--- src/rtl/plat_collision_scan_if.sv ---
// Bundle of the landing-scan request, layout buses and result signals
// exchanged between the physics FSM side and the collision scanner.
interface plat_collision_scan_if #(
    parameter int PLATFORM_NUM_PER_BLOCK = 7,
    parameter int PHY_WIDTH              = 16,
    parameter int BLOCK_LEN_WIDTH        = 4,
    parameter int VEL_WIDTH              = 8
);
    logic                                          start;
    logic                                          abort;
    logic        [PHY_WIDTH-1:0]                   char_x;
    logic signed [PHY_WIDTH:0]                     char_y;
    logic signed [VEL_WIDTH-1:0]                   char_vy;
    logic [PLATFORM_NUM_PER_BLOCK*PHY_WIDTH-1:0]       plat_relative_x;
    logic [PLATFORM_NUM_PER_BLOCK*PHY_WIDTH-1:0]       plat_relative_y;
    logic [PLATFORM_NUM_PER_BLOCK*BLOCK_LEN_WIDTH-1:0] plat_len;
    logic                                          busy;
    logic                                          done;
    logic                                          aborted;
    logic                                          hit;
    logic [2:0]                                    hit_idx;
    logic [PHY_WIDTH-1:0]                          land_y;
    logic [BLOCK_LEN_WIDTH-1:0]                    hit_len;

    modport master (
        output start, abort, char_x, char_y, char_vy,
               plat_relative_x, plat_relative_y, plat_len,
        input  busy, done, aborted, hit, hit_idx, land_y, hit_len
    );

    modport slave (
        input  start, abort, char_x, char_y, char_vy,
               plat_relative_x, plat_relative_y, plat_len,
        output busy, done, aborted, hit, hit_idx, land_y, hit_len
    );
endinterface

--- src/rtl/plat_collision_scan.sv ---
// Sequential landing detector: snapshots the block layout on start, scans one
// platform per cycle and reports the highest platform top crossed this tick.
module plat_collision_scan #(
    parameter int PLATFORM_NUM_PER_BLOCK = 7,
    parameter int PHY_WIDTH              = 16,
    parameter int BLOCK_LEN_WIDTH        = 4,
    parameter int TILE_W                 = 8,
    parameter int CHAR_W                 = 16,
    parameter int VEL_WIDTH              = 8
) (
    input  logic                    sys_clk,
    input  logic                    sys_rst_n,
    plat_collision_scan_if.slave    bus
);
    localparam int N     = PLATFORM_NUM_PER_BLOCK;
    localparam int AW    = PHY_WIDTH + 2;
    localparam int IDX_W = 3;
    localparam logic signed [AW-1:0] TILE_W_S = AW'(TILE_W);
    localparam logic signed [AW-1:0] CHAR_W_S = AW'(CHAR_W);

    typedef enum logic [1:0] {IDLE, SCAN, REPORT} state_t;

    state_t state, state_nxt;
    logic   capture, advance, finish, cancel;

    logic        [N*PHY_WIDTH-1:0]       snap_x;
    logic        [N*PHY_WIDTH-1:0]       snap_y;
    logic        [N*BLOCK_LEN_WIDTH-1:0] snap_len;
    logic        [PHY_WIDTH-1:0]         snap_char_x;
    logic signed [PHY_WIDTH:0]           snap_char_y;
    logic signed [VEL_WIDTH-1:0]         snap_char_vy;

    logic [IDX_W-1:0]           idx;
    logic                       best_vld;
    logic [IDX_W-1:0]           best_idx;
    logic [PHY_WIDTH-1:0]       best_y;
    logic [BLOCK_LEN_WIDTH-1:0] best_len;

    logic                       busy_r, done_r, aborted_r, hit_r;
    logic [2:0]                 hit_idx_r;
    logic [PHY_WIDTH-1:0]       land_y_r;
    logic [BLOCK_LEN_WIDTH-1:0] hit_len_r;

    logic [PHY_WIDTH-1:0]       cur_px, cur_py;
    logic [BLOCK_LEN_WIDTH-1:0] cur_len;
    logic                       cur_hit;

    // Platform coordinates are unsigned and zero-extended; character y/vy are
    // sign-extended so a foot below the block origin still compares correctly.
    function automatic logic slot_hit(
        input logic        [PHY_WIDTH-1:0]       px,
        input logic        [PHY_WIDTH-1:0]       py,
        input logic        [BLOCK_LEN_WIDTH-1:0] len,
        input logic        [PHY_WIDTH-1:0]       cx,
        input logic signed [PHY_WIDTH:0]         cy,
        input logic signed [VEL_WIDTH-1:0]       vy
    );
        logic signed [AW-1:0] px_s, py_s, cx_s, cy_s, vy_s, len_s, w_s;
        px_s  = {2'b00, px};
        py_s  = {2'b00, py};
        cx_s  = {2'b00, cx};
        cy_s  = {cy[PHY_WIDTH], cy};
        vy_s  = {{(AW-VEL_WIDTH){vy[VEL_WIDTH-1]}}, vy};
        len_s = {{(AW-BLOCK_LEN_WIDTH){1'b0}}, len};
        w_s   = len_s * TILE_W_S;
        return (len != '0) &&
               (vy_s <= 0) &&
               (cy_s >= py_s) &&
               (cy_s + vy_s <= py_s) &&
               (cx_s + CHAR_W_S > px_s) &&
               (cx_s < px_s + w_s);
    endfunction

    assign cur_px  = snap_x[idx*PHY_WIDTH +: PHY_WIDTH];
    assign cur_py  = snap_y[idx*PHY_WIDTH +: PHY_WIDTH];
    assign cur_len = snap_len[idx*BLOCK_LEN_WIDTH +: BLOCK_LEN_WIDTH];
    assign cur_hit = slot_hit(cur_px, cur_py, cur_len, snap_char_x, snap_char_y, snap_char_vy);

    always_ff @(posedge sys_clk or negedge sys_rst_n) begin
        if (!sys_rst_n) state <= IDLE;
        else            state <= state_nxt;
    end

    // Abort outranks both scan progress and the REPORT completion.
    always_comb begin
        state_nxt = state;
        capture   = 1'b0;
        advance   = 1'b0;
        finish    = 1'b0;
        cancel    = 1'b0;
        case (state)
            IDLE: begin
                if (bus.start) begin
                    capture   = 1'b1;
                    state_nxt = SCAN;
                end
            end
            SCAN: begin
                if (bus.abort) begin
                    cancel    = 1'b1;
                    state_nxt = IDLE;
                end else begin
                    advance = 1'b1;
                    if (idx == IDX_W'(N-1)) state_nxt = REPORT;
                end
            end
            REPORT: begin
                if (bus.abort) cancel = 1'b1;
                else           finish = 1'b1;
                state_nxt = IDLE;
            end
            default: state_nxt = IDLE;
        endcase
    end

    always_ff @(posedge sys_clk or negedge sys_rst_n) begin
        if (!sys_rst_n) begin
            busy_r    <= 1'b0;
            done_r    <= 1'b0;
            aborted_r <= 1'b0;
        end else begin
            done_r    <= finish;
            aborted_r <= cancel;
            if (capture)              busy_r <= 1'b1;
            else if (finish | cancel) busy_r <= 1'b0;
        end
    end

    always_ff @(posedge sys_clk or negedge sys_rst_n) begin
        if (!sys_rst_n) begin
            snap_x       <= '0;
            snap_y       <= '0;
            snap_len     <= '0;
            snap_char_x  <= '0;
            snap_char_y  <= '0;
            snap_char_vy <= '0;
        end else if (capture) begin
            snap_x       <= bus.plat_relative_x;
            snap_y       <= bus.plat_relative_y;
            snap_len     <= bus.plat_len;
            snap_char_x  <= bus.char_x;
            snap_char_y  <= bus.char_y;
            snap_char_vy <= bus.char_vy;
        end
    end

    // Slots are visited in ascending order, so a strict compare keeps the
    // lower index on equal heights.
    always_ff @(posedge sys_clk or negedge sys_rst_n) begin
        if (!sys_rst_n) begin
            idx      <= '0;
            best_vld <= 1'b0;
            best_idx <= '0;
            best_y   <= '0;
            best_len <= '0;
        end else if (capture) begin
            idx      <= '0;
            best_vld <= 1'b0;
            best_idx <= '0;
            best_y   <= '0;
            best_len <= '0;
        end else if (advance) begin
            idx <= idx + 1'b1;
            if (cur_hit && (!best_vld || cur_py > best_y)) begin
                best_vld <= 1'b1;
                best_idx <= idx;
                best_y   <= cur_py;
                best_len <= cur_len;
            end
        end
    end

    always_ff @(posedge sys_clk or negedge sys_rst_n) begin
        if (!sys_rst_n) begin
            hit_r     <= 1'b0;
            hit_idx_r <= '0;
            land_y_r  <= '0;
            hit_len_r <= '0;
        end else if (finish) begin
            hit_r     <= best_vld;
            hit_idx_r <= best_vld ? best_idx : '0;
            land_y_r  <= best_vld ? best_y   : '0;
            hit_len_r <= best_vld ? best_len : '0;
        end
    end

    assign bus.busy    = busy_r;
    assign bus.done    = done_r;
    assign bus.aborted = aborted_r;
    assign bus.hit     = hit_r;
    assign bus.hit_idx = hit_idx_r;
    assign bus.land_y  = land_y_r;
    assign bus.hit_len = hit_len_r;
endmodule

--- src/flat_wrapper.sv ---
// flat-port wrapper written by rule: the top's interface ports become plain ports
module plat_collision_scan_flat 
#(
    parameter int PLATFORM_NUM_PER_BLOCK = 7,
    parameter int PHY_WIDTH              = 16,
    parameter int BLOCK_LEN_WIDTH        = 4,
    parameter int TILE_W                 = 8,
    parameter int CHAR_W                 = 16,
    parameter int VEL_WIDTH              = 8
)
  (sys_clk, sys_rst_n, bus_start, bus_abort, bus_char_x, bus_char_y, bus_char_vy, bus_plat_relative_x, bus_plat_relative_y, bus_plat_len, bus_busy, bus_done, bus_aborted, bus_hit, bus_hit_idx, bus_land_y, bus_hit_len);
  plat_collision_scan_if #(.PLATFORM_NUM_PER_BLOCK(PLATFORM_NUM_PER_BLOCK), .PHY_WIDTH(PHY_WIDTH), .BLOCK_LEN_WIDTH(BLOCK_LEN_WIDTH), .VEL_WIDTH(VEL_WIDTH)) bus_i ();
  input  logic sys_clk;
  input  logic sys_rst_n;
  input wire logic [$bits(bus_i.start)-1:0] bus_start;
  input wire logic [$bits(bus_i.abort)-1:0] bus_abort;
  input wire logic [$bits(bus_i.char_x)-1:0] bus_char_x;
  input wire logic [$bits(bus_i.char_y)-1:0] bus_char_y;
  input wire logic [$bits(bus_i.char_vy)-1:0] bus_char_vy;
  input wire logic [$bits(bus_i.plat_relative_x)-1:0] bus_plat_relative_x;
  input wire logic [$bits(bus_i.plat_relative_y)-1:0] bus_plat_relative_y;
  input wire logic [$bits(bus_i.plat_len)-1:0] bus_plat_len;
  output wire logic [$bits(bus_i.busy)-1:0] bus_busy;
  output wire logic [$bits(bus_i.done)-1:0] bus_done;
  output wire logic [$bits(bus_i.aborted)-1:0] bus_aborted;
  output wire logic [$bits(bus_i.hit)-1:0] bus_hit;
  output wire logic [$bits(bus_i.hit_idx)-1:0] bus_hit_idx;
  output wire logic [$bits(bus_i.land_y)-1:0] bus_land_y;
  output wire logic [$bits(bus_i.hit_len)-1:0] bus_hit_len;
  assign bus_i.start = bus_start;
  assign bus_i.abort = bus_abort;
  assign bus_i.char_x = bus_char_x;
  assign bus_i.char_y = bus_char_y;
  assign bus_i.char_vy = bus_char_vy;
  assign bus_i.plat_relative_x = bus_plat_relative_x;
  assign bus_i.plat_relative_y = bus_plat_relative_y;
  assign bus_i.plat_len = bus_plat_len;
  assign bus_busy = bus_i.busy;
  assign bus_done = bus_i.done;
  assign bus_aborted = bus_i.aborted;
  assign bus_hit = bus_i.hit;
  assign bus_hit_idx = bus_i.hit_idx;
  assign bus_land_y = bus_i.land_y;
  assign bus_hit_len = bus_i.hit_len;
  plat_collision_scan #(.PLATFORM_NUM_PER_BLOCK(PLATFORM_NUM_PER_BLOCK), .PHY_WIDTH(PHY_WIDTH), .BLOCK_LEN_WIDTH(BLOCK_LEN_WIDTH), .TILE_W(TILE_W), .CHAR_W(CHAR_W), .VEL_WIDTH(VEL_WIDTH)) u_core (.sys_clk(sys_clk), .sys_rst_n(sys_rst_n), .bus(bus_i));
endmodule
--- config.mk ---
export PLATFORM = sky130hd
export DESIGN_NAME = plat_collision_scan_flat
export DESIGN_NICKNAME = d
export VERILOG_FILES = /design/src/rtl/plat_collision_scan_if.sv /design/src/rtl/plat_collision_scan.sv /design/src/flat_wrapper.sv
export SDC_FILE = /design/constraint.sdc
export NUM_CORES = 1
export LEC_CHECK = 0
export ABC_CLOCK_PERIOD_IN_PS = 13100
export BUFFER_PORTS_ARGS = -buffer_cell sky130_fd_sc_hd__buf_2
export CAP_MARGIN = 0
export CORE_ASPECT_RATIO = 0.5
export CORE_UTILIZATION = 60
export CTS_CLUSTER_DIAMETER = 60
export CTS_CLUSTER_SIZE = 12
export DETAILED_ROUTE_END_ITERATION = 6
export MAX_ROUTING_LAYER = met4
export PLACE_DENSITY_LB_ADDON = 0.05
export SLEW_MARGIN = 20
export SYNTH_ARGS = -nofsm -noshare
export SYNTH_HDL_FRONTEND = slang
export SYNTH_SLANG_ARGS = --single-unit
--- constraint.sdc ---
create_clock -name sys_clk -period 13.1 [get_ports sys_clk]
set_input_delay 1.31 -clock sys_clk [delete_from_list [all_inputs] [get_ports sys_clk]]
set_output_delay 1.31 -clock sys_clk [all_outputs]
set_load 0.02 [all_outputs]
---- Yosys cells after proc, flatten, opt, wreduce, memory -nomap -nowiden ----
Cells that the tools add are included.
storage, ports and cells
  output and inout bits ................... 27
  bits in registers ....................... 349
  word-level logic and storage cells ...... 84
  bits of input ports ..................... 297
operators by class
  add/sub/neg operators ................... 4
  reductions and logical operators ........ 16
  order comparisons ....................... 6
  bitwise logic cells ..................... 1
  muxes and demuxes ....................... 30
  shift operators ......................... 3
  equality and inequality tests ........... 5
operator list
  cell                   count
  $shiftx 112x8->16      2
  $mux 16                4
  $shiftx 28x6->4        1
  $add 17x8->18          1
  $gt 18x17->1           1
  $le 18x17->1           1
  $lt 17x18->1           1
  $mux 3                 6
  $add 16x5->17 const B  1
  $add 16x7->17          1
  $ge 17x17->1           1
  $gt 16x16->1           1
  $mux 4                 4
  $mux 1                 12
  $le 8x1->1 const B     1
  $logic_and 1x1->1      6
  $mux 2                 3
  $reduce_bool 2->1      3
  $pmux 2 s2             1
  $reduce_and 2->1       2
  $reduce_bool 4->1      1
  $add 3x1->3 const B    1
  $eq 3x3->1 const B     1
  $ne 3x2->1 const B     1
  8 further kinds        8

---- Longest topological paths before layout ----
  depth in word-level cells ............... 11
  mapped depth ............................ 33
  depth with buffers taken out ............ 26

---- Worst setup path after synthesis ----
OpenSTA, ideal clock, no wires.
  kind .................................... reg2reg
  from .................................... reg u_core.idx[1]
  to ...................................... reg u_core.best_vld
  stages on the path, launching flop included .. 33
  path buffers ............................ 6
  required time ........................... 12.981 ns
  path slack .............................. 7.921 ns
  arrival time ............................ 5.060 ns
  setup time .............................. 0.119 ns
  period minus slack after synthesis ...... 5.179 ns
  path through ............................ dfrtp_1 > buf_2 > buf_4 > buf_2 > buf_1 > buf_2 > mux2i_1 > nor2_1 > a21oi_1 > a21o_1 > inv_1 > ha_1 > inv_1 > fa_1 > nor2b_1 > o21ai_0 > nand2b_1 > nand2_1 > nor3_1 > nand2b_1 > nor2_1 > xor2_1 > ha_1 > nand4_1 > nor2_1 > o21ai_0 > a21oi_1 > nor3_1 > a311o_1 > nand3_1 > clkbuf_1 > nor2_1 > o21a_1
on the way
  longest elaborated chain between the ends .. 10
  elaborated cells on any way between the ends .. 19
  classes of those cells .................. 1 x add/sub; 5 x order compare; 3 x shift; 10 x reduce/logical
RTL lines
  what                                                  RTL line                    text
  start: declaration                                    plat_collision_scan.sv:33   logic [IDX_W-1:0] idx;
  start signal: assignment                              plat_collision_scan.sv:163  idx <= idx + 1'b1;
  branches (longest 7 deep; another with $lt 17x18->1)  n/a
  $logic_and 1x1->1 *                                   plat_collision_scan.sv:164  if (cur_hit && (!best_vld || cur_py > best_y)) begin
  $reduce_bool 2->1 (no line) *                         n/a
  $reduce_and 2->1 (no line) *                          n/a
  end signal: assignment                                plat_collision_scan.sv:152  best_vld <= 1'b0;
  end signal: assignment                                plat_collision_scan.sv:158  best_vld <= 1'b0;
  end signal: assignment                                plat_collision_scan.sv:165  best_vld <= 1'b1;
  end: declaration                                      plat_collision_scan.sv:34   logic best_vld;
Mark *: on every way between the ends.
A chain may end at the register's enable or synchronous reset.

---- Worst setup path in the final report ----
  from .................................... reg u_core.idx[1]
  to ...................................... reg u_core.best_len[2]
on the way
  longest elaborated chain between the ends .. 10
  elaborated cells on any way between the ends .. 22
  classes of those cells .................. 1 x add/sub; 5 x order compare; 3 x shift; 3 x mux; 10 x reduce/logical
RTL lines
  what                                                   RTL line                    text
  branches (longest 10 deep; another with $lt 17x18->1)  n/a
  end signal: assignment                                 plat_collision_scan.sv:168  best_len <= cur_len;
  end: declaration                                       plat_collision_scan.sv:37   logic [BLOCK_LEN_WIDTH-1:0] best_len;
Parallel ways; which one is timed is not known. The select of a mux whose other input is x is not followed.

==> flow_metrics.tcl <==
set metrics [dict create \
    yosysWarnings 0 \
    pwr_density_cell_nw_per_um2 274 \
    die_h_um 126 \
    synth_cell_types 59 \
    yosys.area.top_type "dfrtp_1" \
    synth_area_um2 18400 \
    ys_ff_latch 349 \
    crit_path_start "u_core.idx[1]" \
    cts_tree "yes" \
    gp_congestion 0.966 \
    hold_ws_ns 0.472 \
    clockPowerShare_pct 15.5 \
    ys_seq_area_share_pct 47.6 \
    synthTopCellsByArea "dfrtp_1 48%, nand2_1 20%, ha_1 7.1%" \
    drt_pass1_iterations 5 \
    cts_buffers 35 \
    io_buffer_count 323 \
    fmax_mhz 154 \
    pwr-share-comb_pct 52.4 \
    final_max_slew_viol_count 0 \
    ioPinCount 324 \
    hold_viol 0 \
    overflow 0 \
    area_delta_synth_final_pct 15.4 \
    synthMuxAreaShare_pct 6.51 \
    nets 2803 \
    drcViolationCount 0 \
    crit_type "register to register" \
    ir_worst_vdd_v 0.000133 \
    die_area_um2 31300 \
    detail-route-antenna-nets 0 \
    setup.worst_path.end "u_core.best_len[2]" \
    ys_async_sr_fraction_pct 100 \
    synth_top_family_by_area "simple AND/OR/NAND/NOR gates" \
    p_leak_nw 11.2 \
    num_rows 44 \
    path_max_fanout 59 \
    critPathCaptureType "register" \
    synthAdderAreaFrac_pct 7.31 \
    dp_hpwl_um 37700 \
    switching_power_w 0.00255 \
    critical_path_arrival_ns 6.85 \
    grt_pass1_wl_um 81600 \
    drt_iter0_markers 1254 \
    finalSetupTns_ns 0 \
    clk_path_buf_depth 3 \
    seqPwrFrac_pct 32.1 \
    required_ns 13.48 \
    hp-class "register to register" \
    ys.flop_type "dfrtp_1" \
    grt_max_degree 98 \
    rsz0062_at_grt "false" \
    r2r_start "u_core.idx[1]" \
    syn_nets 2531 \
    synth-edff-count 0 \
    fin_crit_sh_pct 49.4 \
    root_buffer "clkbuf_16" \
    clkSinkCount 349 \
    start_kind "register" \
    r2r_end "u_core.best_len[2]" \
    clock_latency_ns 0.54 \
    synth-simple-area-share_pct 24.0 \
    start_util_pct 62.2 \
    clk_pin_slew_ns 0.07 \
    dieWidth_um 249 \
    outcome "finished, final reports clean" \
    track_usage_pct 34.8 \
    cap_violations 0 \
    max_slew.worst_pin.slew_ns 1.21 \
    intPower_w 0.00324 \
    cts_resized 0 \
    period_needed_ns 6.48 \
    synth_top_area_share_pct 47.6 \
    setup_violations 0 \
    antenna_found_initial 3 \
    post_drt_via_cell_ratio 5.65 \
    syn_avg_cell_area_um2 8.62 \
    reg2reg_setup_slack_ns 6.62 \
    r2r_cells 26 \
    wl_um 51900 \
    core_area_um2 29500 \
    wl_per_cell_um 18.5 \
    grt_pass1_vias 15100 \
    relSlewSlack_pct 18.2 \
    synth_compound_area_share_pct 8.90 \
    postSynthCellCount 2128 \
    switching_share_pct 44.1 \
    finalPower_w 0.00580 \
    cts_setup_buffers 0 \
    drive_gt1_share_pct 18.0 \
    finClkSkew_ns 0.0153 \
    dr_total_vias 15800 \
    ctsHoldBuffers 0 \
    synth-xor-area-share_pct 1.77 \
    htree_levels 2 \
]
[stage by stage]
step	worst slack [ns]	instance area (µm²)	utilization (%)	cells
after floorplan	7.92	18400	-	2128
after global placement	6.96	20200	68.4	2753
after detailed placement	6.83	20200	68.4	2753
after CTS	6.82	21100	71.6	2795
after global routing	6.19	21200	71.7	2798
final	6.62	21200	71.7	2799
[power by group through the flow]
stage                     Sequential [W]  Clock (W)  Combinational [W]
after floorplan                  0.00173          0            0.00217
after global placement           0.00186          0            0.00291
after detailed placement         0.00186          0            0.00297
after CTS                        0.00185   0.000907            0.00300
after global routing             0.00191   0.000950            0.00339
final                            0.00186   0.000897            0.00304
[per-layer routing]
metal	vias to the layer above	wire length, µm	global-route usage, %
li1	7525	-	-
met1	7638	23600	50.4
met2	563	23300	51.1
met3	86	3780	6.26
met4	0	1170	8.35
met5	-	0	-
[critical path: stages, from the launching register on]
cell	delay, ns
dfrtp_4	0.66
buf_4	0.83
mux2i_1	0.23
nand2_1	0.11
o21ai_0	0.08
o21ai_0	0.37
ha_1	0.24
inv_1	0.05
fa_1	0.40
nor2b_1	0.12
o21ai_0	0.08
nand2b_1	0.11
nand2_1	0.09
nor3_1	0.32
nand2b_1	0.13
nor2_1	0.13
xor2_1	0.16
ha_1	0.27
nand4_1	0.12
nor2_1	0.06
o21ai_0	0.07
a21oi_1	0.06
nor3_1	0.20
a311o_1	0.20
nand3_1	0.62
o21ai_0	0.45
a21oi_1	0.13
[layout by cell type (no fill, tap or decap), types with 35 or more instances in the layout]
cell / n
dfrtp_1: 346
inv_1: 61
ha_1: 104
clkbuf_16: 35
o21ai_0: 93
a21oi_1: 73
mux2i_1: 47
nand3_1: 37
buf_2: 322
nor2_1: 37
nand2_1: 961
[synthesized netlist by cell type (3+ instances only)]
master       n
nand4_1     13
a21oi_1     73
nor4_1       3
nor2_1      37
a22oi_1      5
buf_1       10
o21ai_0     94
a2111oi_0    3
inv_1       61
dfrtp_1    349
nor3_1       6
nand3_1     37
nand2_1    962
a221oi_1     4
and3_1      14
and2b_1      3
a31oi_1      4
ha_1       104
xor2_1      13
mux2_2       6
and4_1       3
buf_2       12
nand2b_1     8
buf_4        4
mux4_2      28
mux2i_1     47
o21a_1       7
clkbuf_1    86
a211oi_1     5
xnor2_1     24
o211ai_1    26
o21bai_1     5
a21o_1      29
nor2b_1     10
[flip-flops by register name, summed over array words and instances (netlist names), 2 cells and up]
signal,count
u_core.best_idx,3
u_core.best_len,4
u_core.best_y,16
u_core.bus.hit_idx,3
u_core.bus.hit_len,4
u_core.bus.land_y,16
u_core.idx,3
u_core.snap_char_vy,8
u_core.snap_char_x,16
u_core.snap_char_y,17
u_core.snap_len,28
u_core.snap_x,112
u_core.snap_y,112
u_core.state,2
[layout make-up]
type | instances | area, µm²
Inverter | 62 | 233
Timing Repair Buffer | 350 | 1850
Sequential cell | 349 | 8740
Clock inverter | 3 | 43.8
Tap cell | 391 | 489
Fill cell | 2439 | 8340
Clock buffer | 39 | 891
Antenna cell | 3 | 7.51
Multi-Input combinational cell | 1602 | 8910
[worst min-delay path by stage]
| stage | from | to | slack, ns | cells after the start |
|---|---|---|---|---|
| after floorplan | u_core.snap_x[29] | u_core.snap_x[29] | 0.44 | 2 |
| after global placement | u_core.snap_x[8] | u_core.snap_x[8] | 0.45 | 2 |
| after detailed placement | u_core.snap_x[7] | u_core.snap_x[7] | 0.46 | 2 |
| after CTS | u_core.snap_x[111] | u_core.snap_x[111] | 0.47 | 2 |
| after global routing | u_core.snap_y[36] | u_core.snap_y[36] | 0.49 | 2 |
| final | u_core.snap_y[68] | u_core.snap_y[68] | 0.47 | 2 |
[cells by family after synthesis]
kind of cell	count (synthesis)
DFF	349
xor gates and xnor gates	37
and+or+nand+nor	1107
AOI/OAI and AO/OA	270
adders and majority gates	106
buffers and inverters	177
muxes	82
Note: power is estimated with default switching activity, not from simulation.
